===== src/rtl/network_bf_in_pkg.sv =====
`timescale 1ns/1ps
`default_nettype none
// +----------------------------------------------------------------------------+
// | Module      : network_bf_in_pkg                                            |
// | Description : Shared types and constants for the bank/butterfly routing    |
// |               networks (read side and write side use the same slot codes). |
// | Revision    : 1.0 - initial release                                        |
// +----------------------------------------------------------------------------+
package network_bf_in_pkg;

  localparam int BANK_W         = 2;
  localparam int NUM_BANKS      = 1 << BANK_W;
  localparam int NUM_SLOTS      = 4;
  localparam int DATA_WIDTH_DEF = 14;

  typedef logic [BANK_W-1:0] bank_idx_t;

  // Butterfly operand slots; the write-side network uses the same numbering.
  typedef enum logic [1:0] {
    SLOT_BF0_LO = 2'd0,
    SLOT_BF0_UP = 2'd1,
    SLOT_BF1_LO = 2'd2,
    SLOT_BF1_UP = 2'd3
  } slot_e;

  // Tag travelling alongside a read beat. The valid bit is the MSB so the
  // generic delay line can clear it without knowing the struct layout.
  typedef struct packed {
    logic                        valid;
    bank_idx_t [NUM_SLOTS-1:0]   sel;
  } rd_tag_t;

  // True when the slot selects are not a permutation of the banks.
  function automatic logic sel_conflict(input bank_idx_t [NUM_SLOTS-1:0] sel);
    logic hit;
    hit = 1'b0;
    for (int i = 0; i < NUM_SLOTS; i++) begin
      for (int j = i + 1; j < NUM_SLOTS; j++) begin
        if (sel[i] == sel[j]) hit = 1'b1;
      end
    end
    return hit;
  endfunction

endpackage
`default_nettype wire


===== src/rtl/network_bf_in_if.sv =====
`timescale 1ns/1ps
`default_nettype none
// +----------------------------------------------------------------------------+
// | Module      : network_bf_in_if                                             |
// | Description : Bus bundle for the read-side routing network.                |
// |               master: issues beats, supplies bank data, reads operands.    |
// |               slave : the routing network itself.                          |
// |   in_valid, sel_b_0..3, q0..q3, flush, err_clr : master -> slave          |
// |   bf_0/1_upper/lower, out_valid, err_conflict, beat_cnt : slave -> master  |
// | Revision    : 1.0 - initial release                                        |
// +----------------------------------------------------------------------------+
interface network_bf_in_if
  import network_bf_in_pkg::*;
#(
  parameter int DATA_WIDTH = DATA_WIDTH_DEF,
  parameter int CNT_W      = 9
) ();

  logic                  in_valid;
  logic [BANK_W-1:0]     sel_b_0;
  logic [BANK_W-1:0]     sel_b_1;
  logic [BANK_W-1:0]     sel_b_2;
  logic [BANK_W-1:0]     sel_b_3;
  logic [DATA_WIDTH-1:0] q0;
  logic [DATA_WIDTH-1:0] q1;
  logic [DATA_WIDTH-1:0] q2;
  logic [DATA_WIDTH-1:0] q3;
  logic                  flush;
  logic                  err_clr;

  logic [DATA_WIDTH-1:0] bf_0_upper;
  logic [DATA_WIDTH-1:0] bf_0_lower;
  logic [DATA_WIDTH-1:0] bf_1_upper;
  logic [DATA_WIDTH-1:0] bf_1_lower;
  logic                  out_valid;
  logic                  err_conflict;
  logic [CNT_W-1:0]      beat_cnt;

  modport master (
    output in_valid, sel_b_0, sel_b_1, sel_b_2, sel_b_3,
           q0, q1, q2, q3, flush, err_clr,
    input  bf_0_upper, bf_0_lower, bf_1_upper, bf_1_lower,
           out_valid, err_conflict, beat_cnt
  );

  modport slave (
    input  in_valid, sel_b_0, sel_b_1, sel_b_2, sel_b_3,
           q0, q1, q2, q3, flush, err_clr,
    output bf_0_upper, bf_0_lower, bf_1_upper, bf_1_lower,
           out_valid, err_conflict, beat_cnt
  );

endinterface
`default_nettype wire


===== src/rtl/network_bf_in_sel_pipe.sv =====
`timescale 1ns/1ps
`default_nettype none
// +----------------------------------------------------------------------------+
// | Module      : network_bf_in_sel_pipe                                       |
// | Description : DEPTH-stage delay line for a tag word whose MSB is a valid   |
// |               bit. flush clears every valid bit (including the incoming    |
// |               one) at the same edge; payload bits keep shifting.           |
// |   clk, rst (async, active-low), flush, in_data[WIDTH] -> out_data[WIDTH]  |
// | Revision    : 1.0 - initial release                                        |
// +----------------------------------------------------------------------------+
module network_bf_in_sel_pipe #(
  parameter int WIDTH = 9,
  parameter int DEPTH = 1
) (
  input  wire logic             clk,
  input  wire logic             rst,
  input  wire logic             flush,
  input  wire logic [WIDTH-1:0] in_data,
  output logic      [WIDTH-1:0] out_data
);

  localparam int VALID_BIT = WIDTH - 1;

  logic [WIDTH-1:0] stage_q [DEPTH];
  logic [WIDTH-1:0] stage_d [DEPTH];

  always_comb begin
    stage_d[0] = in_data;
    for (int i = 1; i < DEPTH; i++) begin
      stage_d[i] = stage_q[i-1];
    end
    for (int i = 0; i < DEPTH; i++) begin
      stage_d[i][VALID_BIT] = stage_d[i][VALID_BIT] & ~flush;
    end
  end

  always_ff @(posedge clk or negedge rst) begin
    if (!rst) begin
      for (int i = 0; i < DEPTH; i++) begin
        stage_q[i] <= '0;
      end
    end else begin
      stage_q <= stage_d;
    end
  end

  assign out_data = stage_q[DEPTH-1];

endmodule
`default_nettype wire


===== src/rtl/network_bf_in.sv =====
`timescale 1ns/1ps
`default_nettype none
// +----------------------------------------------------------------------------+
// | Module      : network_bf_in                                                |
// | Description : Read-side routing network: steers bank data q0..q3 onto the  |
// |               two butterfly operand pairs using per-slot bank selects that |
// |               are delayed RD_LAT cycles to meet the returning read data.   |
// |               Flags non-permutation selects and counts delivered beats.    |
// |   clk             : clock, rising edge                                     |
// |   rst             : asynchronous reset, active-low                         |
// |   bus (slave)     : issue/select/bank-data inputs, registered operands,    |
// |                     out_valid, sticky err_conflict, beat_cnt               |
// | Revision    : 1.0 - initial release                                        |
// +----------------------------------------------------------------------------+
module network_bf_in
  import network_bf_in_pkg::*;
#(
  parameter int DATA_WIDTH = DATA_WIDTH_DEF,
  parameter int RD_LAT     = 1,
  parameter int CNT_W      = 9
) (
  input wire logic        clk,
  input wire logic        rst,
  network_bf_in_if.slave  bus
);

  localparam int TAG_W = $bits(rd_tag_t);

  rd_tag_t               issue_tag;
  rd_tag_t               dly_tag;
  logic [DATA_WIDTH-1:0] q_bank [NUM_BANKS];
  logic                  load;

  logic [DATA_WIDTH-1:0] bf_q [NUM_SLOTS];
  logic [DATA_WIDTH-1:0] bf_d [NUM_SLOTS];
  logic                  out_valid_q, out_valid_d;
  logic                  err_q, err_d;
  logic [CNT_W-1:0]      cnt_q, cnt_d;

  always_comb begin
    issue_tag                  = '0;
    issue_tag.valid            = bus.in_valid;
    issue_tag.sel[SLOT_BF0_LO] = bus.sel_b_0;
    issue_tag.sel[SLOT_BF0_UP] = bus.sel_b_1;
    issue_tag.sel[SLOT_BF1_LO] = bus.sel_b_2;
    issue_tag.sel[SLOT_BF1_UP] = bus.sel_b_3;
  end

  network_bf_in_sel_pipe #(
    .WIDTH (TAG_W),
    .DEPTH (RD_LAT)
  ) u_sel_pipe (
    .clk      (clk),
    .rst      (rst),
    .flush    (bus.flush),
    .in_data  (issue_tag),
    .out_data (dly_tag)
  );

  always_comb begin
    q_bank[0] = bus.q0;
    q_bank[1] = bus.q1;
    q_bank[2] = bus.q2;
    q_bank[3] = bus.q3;
  end

  always_comb begin
    // A flush in the same cycle kills the beat that is about to land, so the
    // operand registers keep their previous contents.
    load        = dly_tag.valid & ~bus.flush;
    out_valid_d = load;
    for (int s = 0; s < NUM_SLOTS; s++) begin
      bf_d[s] = load ? q_bank[dly_tag.sel[s]] : bf_q[s];
    end
    // Checked at issue, independent of flush; a new conflict beats err_clr.
    err_d = (bus.in_valid & sel_conflict(issue_tag.sel)) | (err_q & ~bus.err_clr);
    cnt_d = cnt_q + {{(CNT_W-1){1'b0}}, out_valid_q};
  end

  always_ff @(posedge clk or negedge rst) begin
    if (!rst) begin
      for (int s = 0; s < NUM_SLOTS; s++) begin
        bf_q[s] <= '0;
      end
      out_valid_q <= 1'b0;
      err_q       <= 1'b0;
      cnt_q       <= '0;
    end else begin
      bf_q        <= bf_d;
      out_valid_q <= out_valid_d;
      err_q       <= err_d;
      cnt_q       <= cnt_d;
    end
  end

  assign bus.bf_0_lower   = bf_q[SLOT_BF0_LO];
  assign bus.bf_0_upper   = bf_q[SLOT_BF0_UP];
  assign bus.bf_1_lower   = bf_q[SLOT_BF1_LO];
  assign bus.bf_1_upper   = bf_q[SLOT_BF1_UP];
  assign bus.out_valid    = out_valid_q;
  assign bus.err_conflict = err_q;
  assign bus.beat_cnt     = cnt_q;

endmodule
`default_nettype wire


===== src/flat_wrapper.sv =====
// flat-port wrapper written by rule: the top's interface ports become plain ports
module network_bf_in_flat import network_bf_in_pkg::*;
#(
  parameter int DATA_WIDTH = DATA_WIDTH_DEF,
  parameter int RD_LAT     = 1,
  parameter int CNT_W      = 9
)
  (clk, rst, bus_in_valid, bus_sel_b_0, bus_sel_b_1, bus_sel_b_2, bus_sel_b_3, bus_q0, bus_q1, bus_q2, bus_q3, bus_flush, bus_err_clr, bus_bf_0_upper, bus_bf_0_lower, bus_bf_1_upper, bus_bf_1_lower, bus_out_valid, bus_err_conflict, bus_beat_cnt);
  network_bf_in_if #(.DATA_WIDTH(DATA_WIDTH), .CNT_W(CNT_W)) bus_i ();
  input wire logic clk;
  input wire logic rst;
  input wire logic [$bits(bus_i.in_valid)-1:0] bus_in_valid;
  input wire logic [$bits(bus_i.sel_b_0)-1:0] bus_sel_b_0;
  input wire logic [$bits(bus_i.sel_b_1)-1:0] bus_sel_b_1;
  input wire logic [$bits(bus_i.sel_b_2)-1:0] bus_sel_b_2;
  input wire logic [$bits(bus_i.sel_b_3)-1:0] bus_sel_b_3;
  input wire logic [$bits(bus_i.q0)-1:0] bus_q0;
  input wire logic [$bits(bus_i.q1)-1:0] bus_q1;
  input wire logic [$bits(bus_i.q2)-1:0] bus_q2;
  input wire logic [$bits(bus_i.q3)-1:0] bus_q3;
  input wire logic [$bits(bus_i.flush)-1:0] bus_flush;
  input wire logic [$bits(bus_i.err_clr)-1:0] bus_err_clr;
  output wire logic [$bits(bus_i.bf_0_upper)-1:0] bus_bf_0_upper;
  output wire logic [$bits(bus_i.bf_0_lower)-1:0] bus_bf_0_lower;
  output wire logic [$bits(bus_i.bf_1_upper)-1:0] bus_bf_1_upper;
  output wire logic [$bits(bus_i.bf_1_lower)-1:0] bus_bf_1_lower;
  output wire logic [$bits(bus_i.out_valid)-1:0] bus_out_valid;
  output wire logic [$bits(bus_i.err_conflict)-1:0] bus_err_conflict;
  output wire logic [$bits(bus_i.beat_cnt)-1:0] bus_beat_cnt;
  assign bus_i.in_valid = bus_in_valid;
  assign bus_i.sel_b_0 = bus_sel_b_0;
  assign bus_i.sel_b_1 = bus_sel_b_1;
  assign bus_i.sel_b_2 = bus_sel_b_2;
  assign bus_i.sel_b_3 = bus_sel_b_3;
  assign bus_i.q0 = bus_q0;
  assign bus_i.q1 = bus_q1;
  assign bus_i.q2 = bus_q2;
  assign bus_i.q3 = bus_q3;
  assign bus_i.flush = bus_flush;
  assign bus_i.err_clr = bus_err_clr;
  assign bus_bf_0_upper = bus_i.bf_0_upper;
  assign bus_bf_0_lower = bus_i.bf_0_lower;
  assign bus_bf_1_upper = bus_i.bf_1_upper;
  assign bus_bf_1_lower = bus_i.bf_1_lower;
  assign bus_out_valid = bus_i.out_valid;
  assign bus_err_conflict = bus_i.err_conflict;
  assign bus_beat_cnt = bus_i.beat_cnt;
  network_bf_in #(.DATA_WIDTH(DATA_WIDTH), .RD_LAT(RD_LAT), .CNT_W(CNT_W)) u_core (.clk(clk), .rst(rst), .bus(bus_i));
endmodule

===== config.mk =====
export PLATFORM = sky130hd
export DESIGN_NAME = network_bf_in_flat
export DESIGN_NICKNAME = d
export VERILOG_FILES = /design/src/rtl/network_bf_in_pkg.sv /design/src/rtl/network_bf_in_if.sv /design/src/rtl/network_bf_in_sel_pipe.sv /design/src/rtl/network_bf_in.sv /design/src/flat_wrapper.sv
export SDC_FILE = /design/constraint.sdc
export NUM_CORES = 1
export LEC_CHECK = 0
export CAP_MARGIN = 20
export CORE_MARGIN = 2
export CORE_UTILIZATION = 41
export DETAILED_ROUTE_END_ITERATION = 10
export DONT_BUFFER_PORTS = 1
export PLACE_DENSITY = 0.62
export SLEW_MARGIN = 20
export SYNTH_ARGS = -nofsm -noshare
export SYNTH_HDL_FRONTEND = slang
export SYNTH_HIERARCHICAL = 1
export SYNTH_SLANG_ARGS = --single-unit

===== constraint.sdc =====
create_clock -name clk -period 1.51 [get_ports clk]
set_clock_uncertainty 0.2 [all_clocks]
set_input_delay 0.453 -clock clk [delete_from_list [all_inputs] [get_ports clk]]
set_output_delay 0.453 -clock clk [all_outputs]
set_load 0.01 [all_outputs]

==> Yosys cells after proc, flatten, opt, wreduce, memory -nomap -nowiden <==
Cells that the tools add are included.
{ "classes": {"addsub": 1, "multipliers": 0, "n_div": 0, "n_lt_le_gt_ge": 4, "eq_ne": 6, "shift": 0, "muxes": 18, "bitwise": 11, "n_reduce_logical": 0} }
{ "op_table": {"columns": ["operator", "count"], "rows": [
  ["14-bit binary-select mux with 2-bit select", 4],
  ["14-bit 2-to-1 mux", 8],
  ["2-bit == test", 6],
  ["3-bit >= comparator (second input constant)", 4],
  ["2-bit NOT with 3-bit output", 4],
  ["9-bit by 1-bit adder with 9-bit output", 1],
  ["1-bit 2-to-1 mux", 6],
  ["1-bit bitwise AND", 4],
  ["1-bit NOT", 2],
  ["1-bit bitwise OR", 1]
]} }
{ "word_totals": {"regBits": 76, "latch_bits": 0, "mem_bits_rw": 0, "mem_bits_ro": 0, "n_memories": 0} }

==> Longest topological paths before layout <==
{ "logic_depth": {"depth_word": 9, "mapped_depth": 4} }

==> Cells and area by module <==
Netlist, hierarchy kept.
{ "by_module_without_submodules": {"columns": ["module", "instances", "cells_each", "area_each_um2", "seq_area_each_um2"], "rows": [
  ["network_bf_in", 1, 233, 4232.8, 1676.6],
  ["network_bf_in_sel_pipe", 1, 10, 239.0, 225.2]
]} }

==> Least setup slack after synthesis <==
Ideal clock, no wire load.
{ "synth_timing": {"path_kind": "input -> register", "start": "input bus_flush", "end": "register u_core.bf_q, in the netlist u_core/bus.bf_1_lower[10]", "setup_time_ps": 125, "t_arrival_ps": 1397, "t_required_ps": 1185, "path_slack_ps": -212, "stages": 4, "path_cell_list": "nor2b_1 buf_2 buf_2 mux2_4"} }
{ "synth_via": {"elab_chain_len": 2} }
{ "synth_lines": {"columns": ["item", "line", "text"], "rows": [
  ["start: declaration", "flat_wrapper.sv:21", "input wire logic [$bits(bus_i.flush)-1:0] bus_flush;"],
  ["1-bit NOT", "network_bf_in.sv:70", "load = dly_tag.valid & ~bus.flush;"],
  ["1-bit bitwise AND", "network_bf_in.sv:70", null],
  ["named net u_core.load", "network_bf_in.sv:32", "logic load;"],
  ["end signal: indexed assignment", "network_bf_in.sv:83", "bf_q[s] <= '0;"],
  ["end signal: assignment", "network_bf_in.sv:89", "bf_q <= bf_d;"],
  ["end: declaration", "network_bf_in.sv:34", "logic [DATA_WIDTH-1:0] bf_q [NUM_SLOTS];"]
]} }
The timed path passes the listed nets, and every way through them passes these cells.
A chain may end at the register's enable or synchronous reset.

==> Final worst setup path <==
{ "layout_timing": {"start": "register u_core.u_sel_pipe.stage_q, in the netlist u_core/u_sel_pipe/out_data[2]", "end": "register u_core.bf_q, in the netlist u_core/bus.bf_0_upper[13]"} }
{ "layout_via": {"elab_chain_len": 4} }
{ "layout_lines": {"columns": ["item", "line", "text"], "rows": [
  ["start: declaration", "network_bf_in_sel_pipe.sv:24", "logic [WIDTH-1:0] stage_q [DEPTH];"],
  ["start signal: assignment", "network_bf_in_sel_pipe.sv:43", "stage_q <= stage_d;"],
  ["2-bit NOT with 3-bit output (implied by the code)", "network_bf_in.sv:73", "bf_d[s] = load ? q_bank[dly_tag.sel[s]] : bf_q[s];"],
  ["14-bit binary-select mux with 2-bit select", "network_bf_in.sv:73", null],
  ["14-bit 2-to-1 mux (implied by the code) (2 in a row)", "network_bf_in.sv:73", null]
]} }
No other way between the ends. The select of a mux whose other input is x is not followed.

==> flow_metrics.py <==
metrics = {
    "status": {
        "status": "finished, violations left",
        "violations": "hold timing, setup timing",
    },
    "synth": {
        "synth.most_common_cell": "dfrtp_1",
        "synth_seq_area_share_pct": 42.53,
        "synth_nets": 314,
        "ys_seq_elements": 76,
        "synth_edf_count": 0,
        "ys_top_cells_by_count": "76 x dfrtp_1, 40 x mux2_4, 40 x mux4_2",
        "synth.avg_cell_area_sq_um": 18.40,
        "syn_area_sq_um": 4472,
        "synth_top_area_share_pct": 42.53,
        "yosys-top-cells-area": "dfrtp_1 43%, mux4_2 20%, mux2_4 13%, mux4_1 9.4%, mux2_2 4.0%",
        "synthFlopType": "dfrtp_1",
        "synthCells": 243,
        "synth-warning-count": 6,
        "synth.distinct_cells": 24,
        "async_flop_share_pct": 100.0,
        "yosys.area.top_type": "dfrtp_1",
    },
    "global_routing": {
        "grt_max_degree": 77,
        "grt_pass1_wl_um": 15680,
        "antenna_found_initial": 0,
        "grt_util_all_layers_pct": 17.98,
        "gr-total-overflow": 0,
        "grt_pass1_vias": 2757,
    },
    "cells_and_area": {
        "drive_gt1_share_pct": 58.06,
        "syn2layout_area_growth_pct": 15.92,
        "final_nets": 345,
        "nFillCells": 932,
        "postLayoutCellArea_sq_um": 5184,
        "diodes": 0,
    },
    "sta": {
        "setup_viol": 62,
        "final_hold_viol_count": 76,
        "worst_slack_ps": -205.7,
        "max_freq_mhz": 582.9,
        "hold_ws_ps": -406.5,
        "finalMaxSlewViolations": 0,
        "period_share_pct": 113.6,
        "finalCriticalPeriod_ps": 1716,
        "worst_pin_slew_ps": 243.4,
        "tns_ps": -8852,
        "relSlewSlack_pct": 83.78,
        "rsz0062_at_grt": "yes",
    },
    "clocking": {
        "clk_path_buf_depth": 2,
        "clkTransAtPathRegs_ps": 90,
        "cts_sinks": 76,
        "clk_latency_ps": 340,
        "cts_made_buffers": 9,
        "tritoncts": "yes",
        "hold_buffers": 10,
        "htreeDepth": 3,
        "root_buffer": "clkbuf_8",
    },
    "flow_run": {
        "drv_cap": 0,
    },
    "setup_path": {
        "reg2reg_slack_ps": -210,
        "critPathKind": "reg -> reg",
        "rr_startpoint": "u_core/u_sel_pipe/out_data[2]",
        "cp_data_required_time_ps": 1530,
        "arrival_ps": 1740,
        "reg2regPathDepth": 3,
        "cp_max_fo": 10,
        "cp-start-kind": "register",
        "timing.rr.end": "u_core/bus.bf_0_upper[13]",
        "endpoint_kind": "register",
    },
    "power_and_ir_drop": {
        "cellPowerDensity_nw_per_um2": 1176,
        "p_leak_nw": 2.129,
        "peakVddDrop_mv": 0.5756,
        "p_total_mw": 6.098,
    },
    "die": {
        "num_rows": 38,
        "pin_count": 136,
        "start_util_pct": 41.62,
        "die_w_um": 108.4,
        "die_area_sq_um": 11760,
        "die_h_um": 108.4,
        "core-area_sq_um": 10750,
    },
    "detailed_routing": {
        "drt_iter0_drc": 134,
        "remaining_drc_errors": 0,
        "ant_nets": 0,
        "vias_per_cell": 5.759,
        "routedWlPerCell_um": 24.26,
        "wirelength_um": 10170,
        "dr.pass1.iters": 4,
        "via_count": 2413,
    },
    "hold_path": {
        "hold_path_class": "in -> async",
    },
    "placed_design": {
        "finalWeightedCongestion": 0.7690,
        "placed_area_sq_um": 4777,
        "io_buffers": 0,
        "dp_hpwl_um": 7281,
    },
}
==> cell families after synthesis <==
logic type / synth area share, %
AO/OA/AOI/OAI: 0.6995
adder cells (fa/ha/maj): 0.5595
XOR/XNOR: 3.721
multiplexers: 47.01
AND/OR/NAND/NOR: 1.427
flip-flops: 42.53
buffers and inverters: 4.057
==> sequential cells by signal (all words and copies together) (netlist names) <==
| name | cells |
|---|---|
| u_core/bus.out_valid | 1 |
| u_core/bus.beat_cnt | 9 |
| u_core/bus.bf_0_lower | 14 |
| u_core/bus.bf_1_lower | 14 |
| u_core/u_sel_pipe/out_data | 9 |
| u_core/bus.err_conflict | 1 |
| u_core/bus.bf_0_upper | 14 |
| u_core/bus.bf_1_upper | 14 |
==> power by group <==
group | internal (mW) | total [mW] | leakage (nW) | switching (mW)
Sequential | 2.47 | 3.00 | 0.908 | 0.526
Clock | 0.926 | 1.72 | 0.109 | 0.791
Combinational | 0.987 | 1.39 | 1.11 | 0.399
==> worst max path at each step <==
stage	startpoint	end	slack (ps)	depth (start not counted)
floorplan	u_core/u_sel_pipe/out_data[0]	u_core/bus.bf_0_lower[10]	-130	4
global placement	u_core/u_sel_pipe/out_data[0]	u_core/bus.bf_0_lower[0]	-190	3
detailed placement	u_core/u_sel_pipe/out_data[0]	u_core/bus.bf_0_lower[12]	-230	3
CTS	u_core/u_sel_pipe/out_data[2]	u_core/bus.bf_0_upper[11]	-210	3
global route	u_core/u_sel_pipe/out_data[2]	u_core/bus.bf_0_upper[10]	-250	3
finish	u_core/u_sel_pipe/out_data[2]	u_core/bus.bf_0_upper[13]	-210	3
==> layer usage <==
layer | share of wire (%) | GRT usage (%) | vias to the layer above
li1 | - | - | 1035
met1 | 40 | 22.09 | 1263
met2 | 50 | 28.84 | 108
met3 | 8.8 | 7.655 | 7
met4 | 0.85 | 5.586 | 0
met5 | 0 | 0 | -
==> timing repair <==
item	in CTS	in global routing
gates cloned	0	1
buffers inserted	2	0
setup endpoints to repair	62	65
endpoints found under the hold margin	86	76
gates resized for setup	32	16
==> metrics by stage <==
step           worst slack [ps]  instances  utilization [%]  hold slack [ps]
2_1_floorplan            -126.0        243                -           -42.59
3_3_place_gp             -191.5        390            44.46           -40.97
3_5_place_dp             -229.4        390            44.46           -41.09
4_1_cts                  -213.8        418            47.79           -429.5
5_1_grt                  -252.6        419            48.24           -453.3
6_report                 -205.7        419            48.24           -406.5
==> worst max-delay path: stages (launching register included) <==
cell and delay, ps:
dfrtp_1 430, buf_12 180, mux4_2 510, mux2_4 270
==> layout by cell type, fill, tap and decap left out, drive strengths merged, types with 2 or more instances in the layout <==
cell type     n
clkinv        4
dlygate4sd3  10
xnor2         6
clkbuf       10
xor2         13
mux4         56
nand3         3
nor2b         2
ha            2
mux2         56
nand4         2
bufinv        2
dfrtp        76
o22ai         3
buf          27
==> final cells by class <==
type,count,area (sq um),area share (%)
Clock buffer,9,123.9,2.390
Tap cell,140,175.2,3.379
Multi-Input combinational cell,148,2391,46.13
Timing Repair Buffer,38,493.0,9.510
Sequential cell,76,1906,36.76
Inverter,1,3.754,0.07241
Clock inverter,7,91.34,1.762
Note: power is estimated with default switching activity, not from simulation.
